**config.mk**
```make
export PLATFORM = sky130hd
export DESIGN_NAME = reg_wb_queue_flat
export DESIGN_NICKNAME = d
export VERILOG_FILES = /design/src/rtl/reg_wb_pkg.sv /design/src/rtl/reg_wb_queue_if.sv /design/src/rtl/wb_fifo.sv /design/src/rtl/reg_wb_queue.sv /design/src/flat_wrapper.sv
export SDC_FILE = /design/constraint.sdc
export NUM_CORES = 1
export LEC_CHECK = 0
export BUFFER_PORTS_ARGS = -buffer_cell sky130_fd_sc_hd__buf_2
export CORE_MARGIN = 4
export CORE_UTILIZATION = 60
export CTS_CLUSTER_DIAMETER = 150
export DETAILED_ROUTE_END_ITERATION = 8
export PLACE_DENSITY = 0.8
export SETUP_SLACK_MARGIN = 0.1
export SYNTH_ARGS = -nofsm -noshare
export SYNTH_HDL_FRONTEND = slang
export SYNTH_SLANG_ARGS = --single-unit
```
**constraint.sdc**
```tcl
create_clock -name clk -period 10 [get_ports clk]
set_input_delay 0.5 -clock clk [delete_from_list [all_inputs] [get_ports clk]]
set_output_delay 0.5 -clock clk [all_outputs]
set_load 0.01 [all_outputs]
```
**src/rtl/reg_wb_pkg.sv**
```systemverilog
// Shared constants and the queued write-back entry type for the register write-back queue.
package reg_wb_pkg;

  localparam int unsigned N     = 5;
  localparam int unsigned M     = 32;
  localparam int unsigned DEPTH = 4;
  localparam int unsigned PW    = $clog2(DEPTH);
  localparam int unsigned CW    = PW + 1;

  typedef struct packed {
    logic [N-1:0] addr;
    logic [M-1:0] data;
  } wb_entry_t;

endpackage

```
**src/rtl/reg_wb_queue_if.sv**
```systemverilog
// Producer requests, register-file write port and forwarding lookup of the write-back queue.
interface reg_wb_queue_if #(
  parameter int unsigned N     = reg_wb_pkg::N,
  parameter int unsigned M     = reg_wb_pkg::M,
  parameter int unsigned DEPTH = reg_wb_pkg::DEPTH
);
  localparam int unsigned CW = $clog2(DEPTH) + 1;

  logic          mem_valid;
  logic [N-1:0]  mem_addr;
  logic [M-1:0]  mem_data;
  logic          mem_ready;
  logic          alu_valid;
  logic [N-1:0]  alu_addr;
  logic [M-1:0]  alu_data;
  logic          alu_ready;
  logic [N-1:0]  a3;
  logic [M-1:0]  wd;
  logic          we;
  logic [N-1:0]  ra1;
  logic [N-1:0]  ra2;
  logic          fwd_hit1;
  logic [M-1:0]  fwd_data1;
  logic          fwd_hit2;
  logic [M-1:0]  fwd_data2;
  logic [CW-1:0] count;
  logic          full;
  logic          empty;

  modport master (
    output mem_valid, mem_addr, mem_data, alu_valid, alu_addr, alu_data, ra1, ra2,
    input  mem_ready, alu_ready, a3, wd, we, fwd_hit1, fwd_data1, fwd_hit2, fwd_data2,
           count, full, empty
  );

  modport slave (
    input  mem_valid, mem_addr, mem_data, alu_valid, alu_addr, alu_data, ra1, ra2,
    output mem_ready, alu_ready, a3, wd, we, fwd_hit1, fwd_data1, fwd_hit2, fwd_data2,
           count, full, empty
  );

endinterface

```
**src/rtl/wb_fifo.sv**
```systemverilog
// In-order entry storage with two ordered push ports and one pop; exposes contents oldest-first.
module wb_fifo
  import reg_wb_pkg::*;
#(
  parameter int unsigned DEPTH = reg_wb_pkg::DEPTH
) (
  input  logic                     clk,
  input  logic                     rst_n,
  input  logic                     push0,
  input  wb_entry_t                entry0,
  input  logic                     push1,
  input  wb_entry_t                entry1,
  input  logic                     pop,
  output wb_entry_t                ordered [DEPTH],
  output logic [$clog2(DEPTH):0]   count
);

  localparam int unsigned FPW = $clog2(DEPTH);
  localparam int unsigned FCW = FPW + 1;

  wb_entry_t          slots [DEPTH];
  logic [FPW-1:0]     wr_ptr;
  logic [FPW-1:0]     rd_ptr;
  logic [FPW-1:0]     wr_ptr1;

  // push1 lands behind push0 when both fire
  assign wr_ptr1 = wr_ptr + FPW'(push0);

  // storage is never reset; validity comes from count alone
  always_ff @(posedge clk) begin
    if (push0) slots[wr_ptr]  <= entry0;
    if (push1) slots[wr_ptr1] <= entry1;
  end

  always_ff @(posedge clk or negedge rst_n) begin
    if (!rst_n) begin
      wr_ptr <= '0;
      rd_ptr <= '0;
      count  <= '0;
    end else begin
      wr_ptr <= wr_ptr + FPW'(push0) + FPW'(push1);
      rd_ptr <= rd_ptr + FPW'(pop);
      count  <= count + FCW'(push0) + FCW'(push1) - FCW'(pop);
    end
  end

  always_comb begin
    for (int unsigned i = 0; i < DEPTH; i++) begin
      ordered[i] = slots[rd_ptr + FPW'(i)];
    end
  end

endmodule

```
**src/rtl/reg_wb_queue.sv**
```systemverilog
// Register write-back queue: arbitrates load/ALU results, drops x0 writes, drains one entry
// per cycle into the register file and forwards pending values to the read ports.
module reg_wb_queue
  import reg_wb_pkg::*;
#(
  parameter int unsigned N     = reg_wb_pkg::N,
  parameter int unsigned M     = reg_wb_pkg::M,
  parameter int unsigned DEPTH = reg_wb_pkg::DEPTH
) (
  input logic           clk,
  input logic           rst_n,
  reg_wb_queue_if.slave bus
);

  localparam int unsigned QCW = $clog2(DEPTH) + 1;

  wb_entry_t       ordered [DEPTH];
  logic [QCW-1:0]  count;
  logic [QCW-1:0]  free;
  logic            empty;
  logic            pop;
  logic            mem_nz, alu_nz;
  logic            mem_ready, alu_ready;
  logic            mem_push, alu_push;
  logic [N-1:0]    head_addr;
  logic [M-1:0]    head_data;
  wb_entry_t       mem_entry, alu_entry;

  assign empty     = (count == '0);
  assign pop       = !empty;
  assign free      = QCW'(DEPTH) - count + QCW'(pop);
  assign mem_nz    = (bus.mem_addr != '0);
  assign alu_nz    = (bus.alu_addr != '0);

  // load wins the last free slot; x0 requests are always taken and dropped
  assign mem_ready = (free >= QCW'(1)) || !mem_nz;
  assign alu_ready = !alu_nz || (free >= QCW'(2)) ||
                     ((free >= QCW'(1)) && !(bus.mem_valid && mem_nz));
  assign mem_push  = bus.mem_valid && mem_ready && mem_nz;
  assign alu_push  = bus.alu_valid && alu_ready && alu_nz;

  assign mem_entry = '{addr: bus.mem_addr, data: bus.mem_data};
  assign alu_entry = '{addr: bus.alu_addr, data: bus.alu_data};

  wb_fifo #(.DEPTH(DEPTH)) u_fifo (
    .clk     (clk),
    .rst_n   (rst_n),
    .push0   (mem_push),
    .entry0  (mem_entry),
    .push1   (alu_push),
    .entry1  (alu_entry),
    .pop     (pop),
    .ordered (ordered),
    .count   (count)
  );

  assign head_addr = empty ? '0 : ordered[0].addr;
  assign head_data = empty ? '0 : ordered[0].data;

  always_comb begin
    bus.mem_ready = mem_ready;
    bus.alu_ready = alu_ready;
    bus.we        = pop;
    bus.a3        = head_addr;
    bus.wd        = head_data;
    bus.count     = count;
    bus.full      = (count == QCW'(DEPTH));
    bus.empty     = empty;
  end

  // scan oldest to youngest so the last match is the youngest pending write
  always_comb begin
    bus.fwd_hit1  = 1'b0;
    bus.fwd_data1 = '0;
    bus.fwd_hit2  = 1'b0;
    bus.fwd_data2 = '0;
    for (int unsigned i = 0; i < DEPTH; i++) begin
      if (QCW'(i) < count) begin
        if ((bus.ra1 != '0) && (ordered[i].addr == bus.ra1)) begin
          bus.fwd_hit1  = 1'b1;
          bus.fwd_data1 = ordered[i].data;
        end
        if ((bus.ra2 != '0) && (ordered[i].addr == bus.ra2)) begin
          bus.fwd_hit2  = 1'b1;
          bus.fwd_data2 = ordered[i].data;
        end
      end
    end
  end

endmodule
```
**src/flat_wrapper.sv**
```systemverilog
// flat-port wrapper written by rule: the top's interface ports become plain ports
module reg_wb_queue_flat import reg_wb_pkg::*;
#(
  parameter int unsigned N     = reg_wb_pkg::N,
  parameter int unsigned M     = reg_wb_pkg::M,
  parameter int unsigned DEPTH = reg_wb_pkg::DEPTH
)
  (clk, rst_n, bus_mem_valid, bus_mem_addr, bus_mem_data, bus_alu_valid, bus_alu_addr, bus_alu_data, bus_ra1, bus_ra2, bus_mem_ready, bus_alu_ready, bus_a3, bus_wd, bus_we, bus_fwd_hit1, bus_fwd_data1, bus_fwd_hit2, bus_fwd_data2, bus_count, bus_full, bus_empty);
  reg_wb_queue_if #(.N(N), .M(M), .DEPTH(DEPTH)) bus_i ();
  input logic clk;
  input logic rst_n;
  input wire logic [$bits(bus_i.mem_valid)-1:0] bus_mem_valid;
  input wire logic [$bits(bus_i.mem_addr)-1:0] bus_mem_addr;
  input wire logic [$bits(bus_i.mem_data)-1:0] bus_mem_data;
  input wire logic [$bits(bus_i.alu_valid)-1:0] bus_alu_valid;
  input wire logic [$bits(bus_i.alu_addr)-1:0] bus_alu_addr;
  input wire logic [$bits(bus_i.alu_data)-1:0] bus_alu_data;
  input wire logic [$bits(bus_i.ra1)-1:0] bus_ra1;
  input wire logic [$bits(bus_i.ra2)-1:0] bus_ra2;
  output wire logic [$bits(bus_i.mem_ready)-1:0] bus_mem_ready;
  output wire logic [$bits(bus_i.alu_ready)-1:0] bus_alu_ready;
  output wire logic [$bits(bus_i.a3)-1:0] bus_a3;
  output wire logic [$bits(bus_i.wd)-1:0] bus_wd;
  output wire logic [$bits(bus_i.we)-1:0] bus_we;
  output wire logic [$bits(bus_i.fwd_hit1)-1:0] bus_fwd_hit1;
  output wire logic [$bits(bus_i.fwd_data1)-1:0] bus_fwd_data1;
  output wire logic [$bits(bus_i.fwd_hit2)-1:0] bus_fwd_hit2;
  output wire logic [$bits(bus_i.fwd_data2)-1:0] bus_fwd_data2;
  output wire logic [$bits(bus_i.count)-1:0] bus_count;
  output wire logic [$bits(bus_i.full)-1:0] bus_full;
  output wire logic [$bits(bus_i.empty)-1:0] bus_empty;
  assign bus_i.mem_valid = bus_mem_valid;
  assign bus_i.mem_addr = bus_mem_addr;
  assign bus_i.mem_data = bus_mem_data;
  assign bus_i.alu_valid = bus_alu_valid;
  assign bus_i.alu_addr = bus_alu_addr;
  assign bus_i.alu_data = bus_alu_data;
  assign bus_i.ra1 = bus_ra1;
  assign bus_i.ra2 = bus_ra2;
  assign bus_mem_ready = bus_i.mem_ready;
  assign bus_alu_ready = bus_i.alu_ready;
  assign bus_a3 = bus_i.a3;
  assign bus_wd = bus_i.wd;
  assign bus_we = bus_i.we;
  assign bus_fwd_hit1 = bus_i.fwd_hit1;
  assign bus_fwd_data1 = bus_i.fwd_data1;
  assign bus_fwd_hit2 = bus_i.fwd_hit2;
  assign bus_fwd_data2 = bus_i.fwd_data2;
  assign bus_count = bus_i.count;
  assign bus_full = bus_i.full;
  assign bus_empty = bus_i.empty;
  reg_wb_queue #(.N(N), .M(M), .DEPTH(DEPTH)) u_core (.clk(clk), .rst_n(rst_n), .bus(bus_i));
endmodule
```
==> summary.txt, run 1 <==
Outcome
  – Status: finished clean

Setup path
  – Critical path cell sequence: buf_4 > mux4_2 > xnor2_2 > nand3_1 > or2_2 > a311oi_2 > o31ai_2 > buf_2
  – R2R Setup Slk: approximately 5.3 ns
  – Worst path max stage delay: 1.15 ns
  – R2R Path Start: u_core.u_fifo.count[0]
  – Critical path endpoint category: output port
  – Crit path required time: ~9.5 ns
  – Crit path max fanout: 90
  – CP Class: reg -> out
  – Arr. time, crit path: ~5.2 ns
  – Critical Path Source: u_core.u_fifo.rd_ptr[1]
  – Worst Setup Start Kind: register
  – Worst path slowest cell: dfrtp_4

Routing
  – Final antenna-violating net count: 0
  – Vias/cell: approximately 7.1
  – 1st-pass router iterations: 6
  – DRT iter0 DRCs: ~1600
  – Drt drc: 0
  – Average wire per standard cell: 26.00 µm
  – Final WL: slightly above 40 mm
  – Vias: around 11000

Timing
  – Post-route setup slack: 4.311 ns
  – Worst slew pin tran: 1.190 ns
  – Final period util: 0.5689
  – Total negative setup slack: 0 ns
  – RSZ-0062 raised after global routing: no
  – Post-route minimum period: 5.689 ns
  – Fin. max-slew vios: 0
  – Final setup fails: 0
  – Slew margin rel.: 0.2064
  – Clk_skew: about 0.009 ns
  – Fmax: around 0.18 GHz
  – Final Hold Slack: about 0.42 ns
  – Final Hold Viols: 0

Pwr
  – Leakage: approximately 0.0056 µW
  – Peak supply drop: around 0.4 mV
  – PD cells: 376.0 mW/mm²

Logic synthesis
  – Number of synthesized flops with an enable pin: between 100 and 150
  – Post-synth top area cell: edfxtp_1
  – Most frequent cell after synthesis: mux2_2
  – Sequential element share of the synthesized area: 0.3260
  – Post-Syn Instances: 1143
  – Synth Register Bits: about 160
  – Yosys Warn Count: 0
  – Net count after synthesis: 1241
  – Mapped Area: roughly 0.014 mm²
  – Yosys top cell area share: 0.3136
  – Synth cell types: 60
  – Async set-or-reset flop fraction in the synthesized netlist: 0.04516
  – Synthesized area per cell: between 10 and 15 µm²
  – Post-synth top cells: 154 x mux2_2, 148 x edfxtp_1, 134 x mux4_2, 105 x nand2_1, 73 x nor2_1
  – Area contributors post-synth: edfxtp_1 31%, mux4_2 21%, mux2_2 12%
  – Top FF cell, synth: edfxtp_1

GRT
  – Global-route wire length before repair: roughly 63 mm
  – Vias in the first global route: ~11000
  – GR Util met2: 0.5189
  – GR Layer Usage met3: 0.07029
  – Grt ovf: 0
  – GR Util met1: 0.4052
  – Largest net degree at the start of global routing: a little over 90
  – GRT Total Usage: 0.3120
  – Initial antenna violation count: 4
  – Top Usage Layer GRT: met2

Placed design
  – Hpwl dp: roughly 26 mm
  – Routability-driven placement congestion ratio: around 0.91
  – Port Buffer Count: 198
  – Placed inst area: 0.01519 mm²
  – Pre-CTS setup slack: between 4 and 5 ns

Finish
  – Share of cells above drive strength 1: 0.4902
  – Fin nets: 1359
  – Fin area: 0.01579 mm²
  – Syn-to-layout area delta: 11.41%

Floorplanning
  – # IOs: 199
  – Core area: 0.02292 mm²
  – DIE WIDTH: 161.7 µm
  – Die area: ~0.026 mm²
  – Site Rows: 55
  – Die Ht: 161.7 µm
  – Initial core utilization: 0.6183

CTS
  – H-tree depth: 4
  – CTS resizes: 0
  – CTS root buffer: clkbuf_16
  – Clock tree sinks: approximately 160
  – Clk Latency, worst-skew pair: approximately 0.43 ns
  – Clk slew on worst S/H paths: around 0.070 ns
  – CTS Buf Count: 17
  – CTS Hold Bufs: 1
  – TritonCTS clock tree: built
  – Setup Fix Bufs, Post-CTS: 0
  – Clock Tree Buf Depth: 2

Flow run
  – Max Cap Viol: 0

Hold path
  – Worst hold path type: in -> reg
  – Hold Crit Start: bus_alu_data[24]
==> power breakdown <==
group	switching (µW)	total (µW)	internal, µW
registers	338	1440	1100
logic	2110	3860	1750
clock network	268	636	368
total	2720	5940	3220
==> metal layers <==
layer,vias to the layer above,wire (µm)
met5,-,13
met4,2,1242
met1,5532,14940
li1,4802,-
met2,816,20480
met3,123,4657
==> registers in the layout, indices dropped and copies added, names as in the netlist <==
register	cells
u_core.u_fifo.rd_ptr	2
u_core.u_fifo.wr_ptr	2
u_core.u_fifo.slots	148
u_core.u_fifo.count	3
==> per-stage QoR <==
stage | power [µW] | util | std cells
floorplan | 4158 | - | 1143
global placement | 5140 | 0.6630 | 1554
detailed placement | 5224 | 0.6630 | 1554
CTS | 5877 | 0.6885 | 1586
global route | 6234 | 0.6888 | 1589
finish | 5935 | 0.6889 | 1590
==> cell families (layout without fill, tap and decap cells) <==
kind of cell,after synthesis,count (layout),synth area share
adders and majority gates,10,10,0.009890
other,0,4,0
buffers and inverters,139,269,0.05148
and+or+nand+nor,324,324,0.1150
DFF,155,155,0.3260
xor gates and xnor gates,44,44,0.02826
AOI/OAI and AO/OA,135,135,0.09872
muxes,336,336,0.3707
==> cells in the final DEF (no fill, tap or decap), types with 10 or more instances in the layout <==
cell type	count
mux4_2	134
nor2_1	72
clkbuf_16	17
nor3b_1	28
a311oi_2	28
o221ai_1	32
buf_4	23
nor2b_1	41
buf_2	198
nand2_1	105
nand4_1	35
a211oi_1	10
mux2_2	154
mux2i_1	44
inv_1	15
o31ai_2	28
nor3_1	10
xnor2_1	30
edfxtp_1	148
==> path summary, 6_finish.rpt <==
check / to / cells after the start
min reg2reg: u_core.u_fifo.slots[0][0] / 1
min in group asynchronous: u_core.u_fifo.wr_ptr[0] / 2
max in group asynchronous: u_core.u_fifo.rd_ptr[1] / 2
min: u_core.u_fifo.slots[0][24] / 2
max reg2reg: u_core.u_fifo.slots[1][2] / 10
max: bus_fwd_data1[1] / 8
==> critical path, delay by kind of cell (launching register included) <==
| kind | cells | cell delay [ns] |
|---|---|---|
| XOR/XNOR | 1 | 0.15 |
| AO/OA/AOI/OAI | 2 | 0.67 |
| flip-flops | 1 | 1.15 |
| multiplexers | 1 | 0.45 |
| AND/OR/NAND/NOR | 2 | 1.05 |
| buffers and inverters | 2 | 1.25 |
==> layout make-up <==
cell class | instances | area [µm²]
Clock buffer | 18 | 429.2
Sequential cell | 155 | 4627
Inverter | 16 | 60.06
Clock inverter | 13 | 143.9
Multi-Input combinational cell | 849 | 8951
Antenna cell | 4 | 10.01
Tap cell | 313 | 391.6
Fill cell | 1618 | 7129
Timing Repair Buffer | 222 | 1174
No activity file was read; power rests on OpenSTA's default activity.
==> inputs of run 2 (changes only) <==
==> constraint.sdc (replaced) <==
create_clock -name clk -period 5.44 [get_ports clk]
set_input_delay 0.272 -clock clk [delete_from_list [all_inputs] [get_ports clk]]
set_output_delay 0.272 -clock clk [all_outputs]
set_load 0.01 [all_outputs]
==> summary.txt, run 2 (same netlist as run 1, synthesis figures left out) <==
Floorplanning
  – Core area: 0.02292 mm² (unchanged)
  – Initial core utilization: 0.6183 (unchanged)
  – Die Ht: 161.7 µm (unchanged)
  – Die area: 0.02614 mm² (unchanged)
  – # IOs: 199 (unchanged)
  – Site Rows: 55 (unchanged)
  – DIE WIDTH: 161.7 µm (unchanged)

Finish
  – Top Registers: u_core.u_fifo.slots x148, u_core.u_fifo.count x3
  – Syn-to-layout area delta: 12.05%
  – Fin nets: 1361 (+0.15%)
  – Max reg flops: 148 (unchanged)
  – Most frequent cells in the layout: 198 x buf_2, 154 x mux2_2, 148 x edfxtp_1
  – Share of cells above drive strength 1: 0.4929 (+0.002766)
  – Commonest non-fill, non-tap cell in the layout: buf_2
  – Reg with most FFs: u_core.u_fifo.slots
  – Post-Layout Cell Count: 1592 (+0.13%)

Routing
  – Vias: 11330 (+0.52%)
  – 1st-pass router iterations: 6 (unchanged)
  – Final antenna-violating net count: 0 (unchanged)
  – Average wire per standard cell: 25.79 µm (-0.79%)
  – Vias/cell: 7.119 (+0.40%)
  – Final WL: 41.06 mm (-0.67%)
  – Drt drc: 0 (unchanged)
  – DRT iter0 DRCs: 1527 (-3.0%)

CTS
  – CTS resizes: 0 (unchanged)
  – TritonCTS clock tree: built
  – Clk Latency, worst-skew pair: 0.43 ns (about the same)
  – H-tree depth: 4 (unchanged)
  – CTS Hold Bufs: 1 (unchanged)
  – Clock tree sinks: 155 (unchanged)
  – Clk slew on worst S/H paths: 0.07 ns (about the same)
  – Clock Tree Buf Depth: 2 (unchanged)
  – Setup Fix Bufs, Post-CTS: 0 (unchanged)
  – CTS Buf Count: 17 (unchanged)
  – CTS root buffer: clkbuf_16

Pwr
  – Peak supply drop: 0.7179 mV (+83%)
  – Switching Share: 0.4552 (-0.002872)
  – Power share of the combinational group: 0.652 (+0.002)
  – Clock power share: 0.115 (+0.008)
  – Total chip power: 10990 µW (+85%)
  – NetSw: 5002 µW (+84%)
  – Internal power: 5988 µW (+86%)
  – PD cells: 692.2 mW/mm² (+84%)
  – Leakage: 0.005683 µW (+0.80%)
  – Sequential power share: 0.233 (-0.010)

Placed design
  – Port Buffer Count: 198 (unchanged)
  – Routability-driven placement congestion ratio: 0.9428 (+3.7%)
  – Placed cells: 1556 (+0.13%)
  – Hpwl dp: 26.01 mm (-1.8%)

Hold path
  – Hold Path Depth: 2 (unchanged)
  – Hold Crit Start: bus_alu_data[7]
  – WHS Endpoint: u_core.u_fifo.slots[2][7]
  – Worst hold path type: in -> reg

Timing
  – Final Hold Slack: 0.1785 ns (-0.2366 ns)
  – Fin. max-slew vios: 0 (unchanged)
  – Slew margin rel.: 0.1959 (-0.01052)
  – RSZ-0062 raised after global routing: no
  – Final setup fails: 0 (unchanged)
  – Worst slew pin tran: 1.206 ns (+0.01578 ns)
  – Final period util: 0.8854
  – Clk_skew: 0.01108 ns (+0.002117 ns)
  – Total negative setup slack: 0 ns (unchanged)
  – Fmax: about 0.21 GHz
  – Final Hold Viols: 0 (unchanged)
  – Post-route minimum period: between 4 and 5 ns

Setup path
  – CP Class: reg -> out
  – Crit path required time: 5.17 ns (-4.33 ns)
  – R2R Setup Slk: 1.40 ns (-3.89 ns)
  – Worst path slowest cell: or2_2
  – Crit path max fanout: 44 (-51%)
  – Critical path cell sequence: buf_4 > mux4_2 > xnor2_2 > nand3_1 > or2_2 > a311oi_1 > o31ai_1 > buf_2
  – Top Family by Delay on Critical Path: simple AND/OR/NAND/NOR gates
  – Arr. time, crit path: 4.54 ns (-0.65 ns)
  – R2R Path Start: u_core.u_fifo.count[0]
  – Worst Setup Start Kind: register
  – Critical Path Stages: 8 (unchanged)
  – Reg-to-reg endpoint: u_core.u_fifo.slots[3][27]
  – Worst path max stage delay: 0.93 ns (-0.22 ns)
  – Critical path endpoint category: output port
  – CP bufs+invs: 2 (unchanged)
  – Worst Reg-to-Reg Cells: 9 (-1)

GRT
  – Initial antenna violation count: 3 (-1)
  – Largest net degree at the start of global routing: 119 (+31%)
  – Grt ovf: 0 (unchanged)
  – Vias in the first global route: 11200 (+0.26%)
  – Global-route wire length before repair: 63.00 mm (-0.48%)
  – GRT Total Usage: 0.3081 (-0.003928)

Flow run
  – Max Cap Viol: 0 (unchanged)

Outcome
  – Status: finished clean
-- run 2: changes by cell type in the layout (fill, tap and decap cells not counted), sizes merged --
cell    previous run  this run
buf              221       223
bufinv             2         3
clkbuf            18        17
clkinv             5         4
diode              4         3
inv               19        21
-- run 2: stage by stage --
step                utilization  instance area, µm²  setup slack [ns]
finish                   0.6929               15880            0.6233
global route             0.6928               15880            0.4005
floorplan                     -               14170            0.5381
detailed placement       0.6653               15250             1.220
global placement         0.6653               15250             1.392
CTS                      0.6925               15870            0.7064
-- run 2: worst max path at each step --
stage,start,endpoint,slack [ns]
finish,u_core.u_fifo.rd_ptr[1],bus_fwd_data1[0],0.62
global route,u_core.u_fifo.rd_ptr[1],bus_fwd_data1[0],0.40
CTS,u_core.u_fifo.rd_ptr[1],bus_fwd_data1[0],0.71
detailed placement,u_core.u_fifo.rd_ptr[1],bus_fwd_data1[0],1.22
global placement,u_core.u_fifo.rd_ptr[1],bus_fwd_data1[0],1.39
floorplan,u_core.u_fifo.count[0],u_core.u_fifo.slots[0][0],0.54
-- run 2: power groups by stage --
stage,logic [µW],clock network (µW),registers [µW]
6_report,7170,1260,2560
4_1_cts,7110,1270,2530
3_3_place_gp,6950,0,2480
2_1_floorplan,5320,0,2320
5_1_grt,7580,1330,2620
3_5_place_dp,7060,0,2550
-- run 2: cell type report --
| class | count | area (µm²) |
|---|---|---|
| antenna | 3 | 7.507 |
| clock buffer | 17 | 425.4 |
| multi-input combinational | 849 | 8951 |
| tap | 313 | 391.6 |
| clock inverter | 15 | 188.9 |
| inverter | 16 | 60.06 |
| sequential | 155 | 4627 |
| fill | 1617 | 7038 |
| timing repair buffer | 224 | 1226 |
-- run 2: routing by layer --
layer,GRT usage,share of wire,vias up
li1,-,-,4801
met1,0.4165,0.38,5625
met2,0.4990,0.48,800
met3,0.06141,0.11,106
met4,0.1176,0.031,2
met5,0,0.00032,-
==> inputs of run 3 (changes only) <==
--- a/config.mk
+++ b/config.mk
@@ -5,8 +5,8 @@
 export SDC_FILE = /design/constraint.sdc
 export NUM_CORES = 1
 export LEC_CHECK = 0
-export BUFFER_PORTS_ARGS = -buffer_cell sky130_fd_sc_hd__buf_2
-export CORE_MARGIN = 4
+export BUFFER_PORTS_ARGS = -buffer_cell sky130_fd_sc_hd__buf_4
+export CORE_MARGIN = 2
 export CORE_UTILIZATION = 60
 export CTS_CLUSTER_DIAMETER = 150
 export DETAILED_ROUTE_END_ITERATION = 8
==> summary.txt, run 3 (same netlist as run 1, synthesis figures left out) <==
CTS
  – CTS Buf Count: 17 (unchanged)
  – Clock Tree Buf Depth: 2 (unchanged)
  – CTS root buffer: clkbuf_16
  – TritonCTS clock tree: built
  – Clk slew on worst S/H paths: 0.07 ns (about the same)
  – H-tree depth: 4 (unchanged)
  – Setup Fix Bufs, Post-CTS: 0 (unchanged)
  – Clk Latency, worst-skew pair: 0.43 ns (about the same)
  – Clock tree sinks: 155 (unchanged)

Routing
  – Average wire per standard cell: 25.89 µm (+0.37%)
  – Final antenna-violating net count: 0 (unchanged)
  – Vias: 11390 (+0.47%)
  – DRT iter0 DRCs: 1339 (-12%)
  – Vias/cell: 7.121 (about the same)
  – Drt drc: 0 (unchanged)
  – 1st-pass router iterations: 6 (unchanged)
  – Final WL: 41.39 mm (+0.81%)

GRT
  – Vias in the first global route: 11300 (+0.84%)
  – Initial antenna violation count: 0 (-3)
  – Largest net degree at the start of global routing: 66 (-45%)
  – Grt ovf: 0 (unchanged)
  – Global-route wire length before repair: 63.22 mm (+0.35%)
  – GRT Total Usage: 0.3369 (+0.02875)

Setup path
  – Crit path required time: 5.17 ns (about the same)
  – CP bufs+invs: 3 (+1)
  – Top Family by Delay on Critical Path: buffers and inverters
  – Worst Reg-to-Reg Cells: 9 (unchanged)
  – Worst Setup Start Kind: register
  – R2R Path Start: u_core.u_fifo.count[0]
  – Cell mode on critical path: buf_4
  – Crit path max fanout: 62 (+41%)
  – Critical path cell sequence: inv_1 > nand3b_1 > o2111ai_1 > nor3_4 > buf_4 > a311oi_2 > o31ai_2 > buf_4
  – Critical path endpoint category: output port
  – CP Class: reg -> out
  – Arr. time, crit path: 4.32 ns (-0.22 ns)
  – Worst path slowest cell: dfrtp_4
  – R2R Setup Slk: 1.27 ns (-0.13 ns)
  – Worst path max stage delay: 1.07 ns (+0.14 ns)
  – Reg-to-reg endpoint: u_core.u_fifo.slots[1][25]

Pwr
  – Switching Share: 0.4492 (-0.005948)
  – Power share of the combinational group: 0.668 (+0.016)
  – Sequential power share: 0.232 (about the same)
  – Total chip power: 11240 µW (+2.3%)
  – Leakage: 0.005770 µW (+1.5%)
  – Clock power share: 0.099 (-0.016)
  – Internal power: 6193 µW (+3.4%)
  – Peak supply drop: 0.4449 mV (-38%)
  – PD cells: 688.8 mW/mm² (-0.49%)
  – NetSw: 5051 µW (+0.97%)

Finish
  – Top Registers: u_core.u_fifo.slots x148, u_core.u_fifo.count x3
  – Share of cells above drive strength 1: 0.4906 (-0.002322)
  – Syn-to-layout area delta: 15.20%
  – Multi-input gate area: 0.008950 mm² (about the same)
  – Fin area: 0.01632 mm² (+2.8%)
  – Ant. Diodes: 0 (-3)
  – Fin nets: 1367 (+0.44%)
  – Max reg flops: 148 (unchanged)
  – Fillers: 1669 (+3.2%)
  – Reg with most FFs: u_core.u_fifo.slots
  – Register area: 0.004627 mm² (unchanged)
  – Commonest non-fill, non-tap cell in the layout: buf_4
  – Most frequent cells in the layout: 227 x buf_4, 154 x mux2_2, 148 x edfxtp_1

Placed design
  – Placed inst area: 0.01578 mm² (+3.5%)
  – Port Buffer Count: 198 (unchanged)
  – Hpwl dp: 26.84 mm (+3.2%)
  – Routability-driven placement congestion ratio: 0.8779 (-6.9%)

Floorplanning
  – Die Ht: 157.7 µm (-2.5%)
  – Initial core utilization: 0.6073 (-0.01104)
  – Site Rows: 56 (+1.8%)
  – Die area: 0.02486 mm² (-4.9%)
  – DIE WIDTH: 157.7 µm (-2.5%)
  – # IOs: 199 (unchanged)
  – Core area: 0.02333 mm² (+1.8%)

Hold path
  – Hold Path Depth: 2 (unchanged)
  – Worst hold path type: in -> reg
  – WHS Endpoint: u_core.u_fifo.slots[3][11]
  – Hold Crit Start: bus_mem_data[11]

Timing
  – Total negative setup slack: 0 ns (unchanged)
  – Clk_skew: 0.008279 ns (-0.002803 ns)
  – RSZ-0062 raised after global routing: no
  – Final period util: 0.8440 (-0.04147)
  – Fin. max-slew vios: 0 (unchanged)
  – Final Hold Viols: 0 (unchanged)
  – Post-route minimum period: 4.591 ns (-0.2256 ns)
  – Slew margin rel.: 0.3167 (+0.1208)
  – Fmax: 0.2178 GHz (+4.9%)
  – Worst slew pin tran: 1.022 ns (-0.1840 ns)
  – Final setup fails: 0 (unchanged)

Outcome
  – Status: finished clean

Flow run
  – Max Cap Viol: 0 (unchanged)
==> run 3: changes by cell type in the layout (fill, tap and decap cells not counted) <==
cell | previous run | this run
a211o_1 | 1 | 2
a211o_2 | 1 | 0
buf_12 | 3 | 2
buf_2 | 198 | 0
buf_4 | 22 | 227
bufinv_16 | 3 | 1
clkbuf_1 | 0 | 2
clkinv_1 | 0 | 1
clkinvlp_4 | 3 | 4
diode_2 | 3 | 0
inv_6 | 3 | 1
inv_8 | 2 | 0
or2_1 | 0 | 1
or2_2 | 2 | 1
==> run 3: worst max-delay path by stage <==
stage | from | end | depth (start not counted) | slack [ns]
global route | u_core.u_fifo.rd_ptr[0] | bus_fwd_data1[11] | 8 | 0.53
finish | u_core.u_fifo.rd_ptr[0] | bus_fwd_data1[10] | 8 | 0.85
floorplan | u_core.u_fifo.count[0] | u_core.u_fifo.slots[0][0] | 12 | 0.54
global placement | u_core.u_fifo.rd_ptr[0] | bus_fwd_data1[4] | 8 | 1.39
detailed placement | u_core.u_fifo.rd_ptr[0] | bus_fwd_data1[11] | 8 | 1.30
CTS | u_core.u_fifo.rd_ptr[0] | bus_fwd_data1[11] | 8 | 0.85
==> run 3: per-stage QoR <==
| stage | cells | util | hold WS [ns] | setup slack [ns] |
|---|---|---|---|---|
| 2_1_floorplan | 1143 | - | -0.02359 | 0.5381 |
| 3_3_place_gp | 1568 | 0.6763 | 0.09434 | 1.390 |
| 3_5_place_dp | 1568 | 0.6763 | 0.09281 | 1.296 |
| 4_1_cts | 1599 | 0.6996 | 0.1574 | 0.8489 |
| 5_1_grt | 1599 | 0.6996 | 0.1650 | 0.5271 |
| 6_report | 1599 | 0.6996 | 0.1672 | 0.8489 |
==> run 3: metal layers <==
layer | global-route usage | vias to the layer above | wire [µm]
met5 | 0 | - | 0
met4 | 0.1372 | 0 | 1406
met3 | 0.07145 | 118 | 4513
met2 | 0.5638 | 761 | 20520
met1 | 0.4288 | 5701 | 14960
li1 | - | 4807 | -
==> run 3: what timing repair did <==
item	CTS	global route
endpoints found under the hold margin	7	0
endpoints found under the setup margin	0	0
hold buffers	1	0
resized for setup	0	0
==> run 3: area by class of cell <==
class                           count  share of cell area
Clock inverter                     11            0.006132
Multi-Input combinational cell    849              0.5483
Timing Repair Buffer              230              0.1075
Inverter                           16            0.003679
Sequential cell                   155              0.2835
Clock buffer                       19             0.02652
Tap cell                          319             0.02445
==> run 3: power groups by stage <==
stage               clock network [µW]  registers [µW]  logic [µW]
floorplan                            0            2320        5320
global placement                     0            2560        7270
detailed placement                   0            2610        7400
CTS                               1120            2590        7430
global route                      1160            2690        7920
finish                            1120            2610        7510
==> run 3: worst register-to-register path: stages, from the launching register on <==
cell and delay (ns):
dfrtp_1 0.55, nor3_2 0.28, ha_1 0.26, nand3b_1 0.21, a21boi_0 0.58, ha_1 0.29, xnor2_1 0.27, and3_2 0.50
buf_4 0.55, mux2_2 0.43
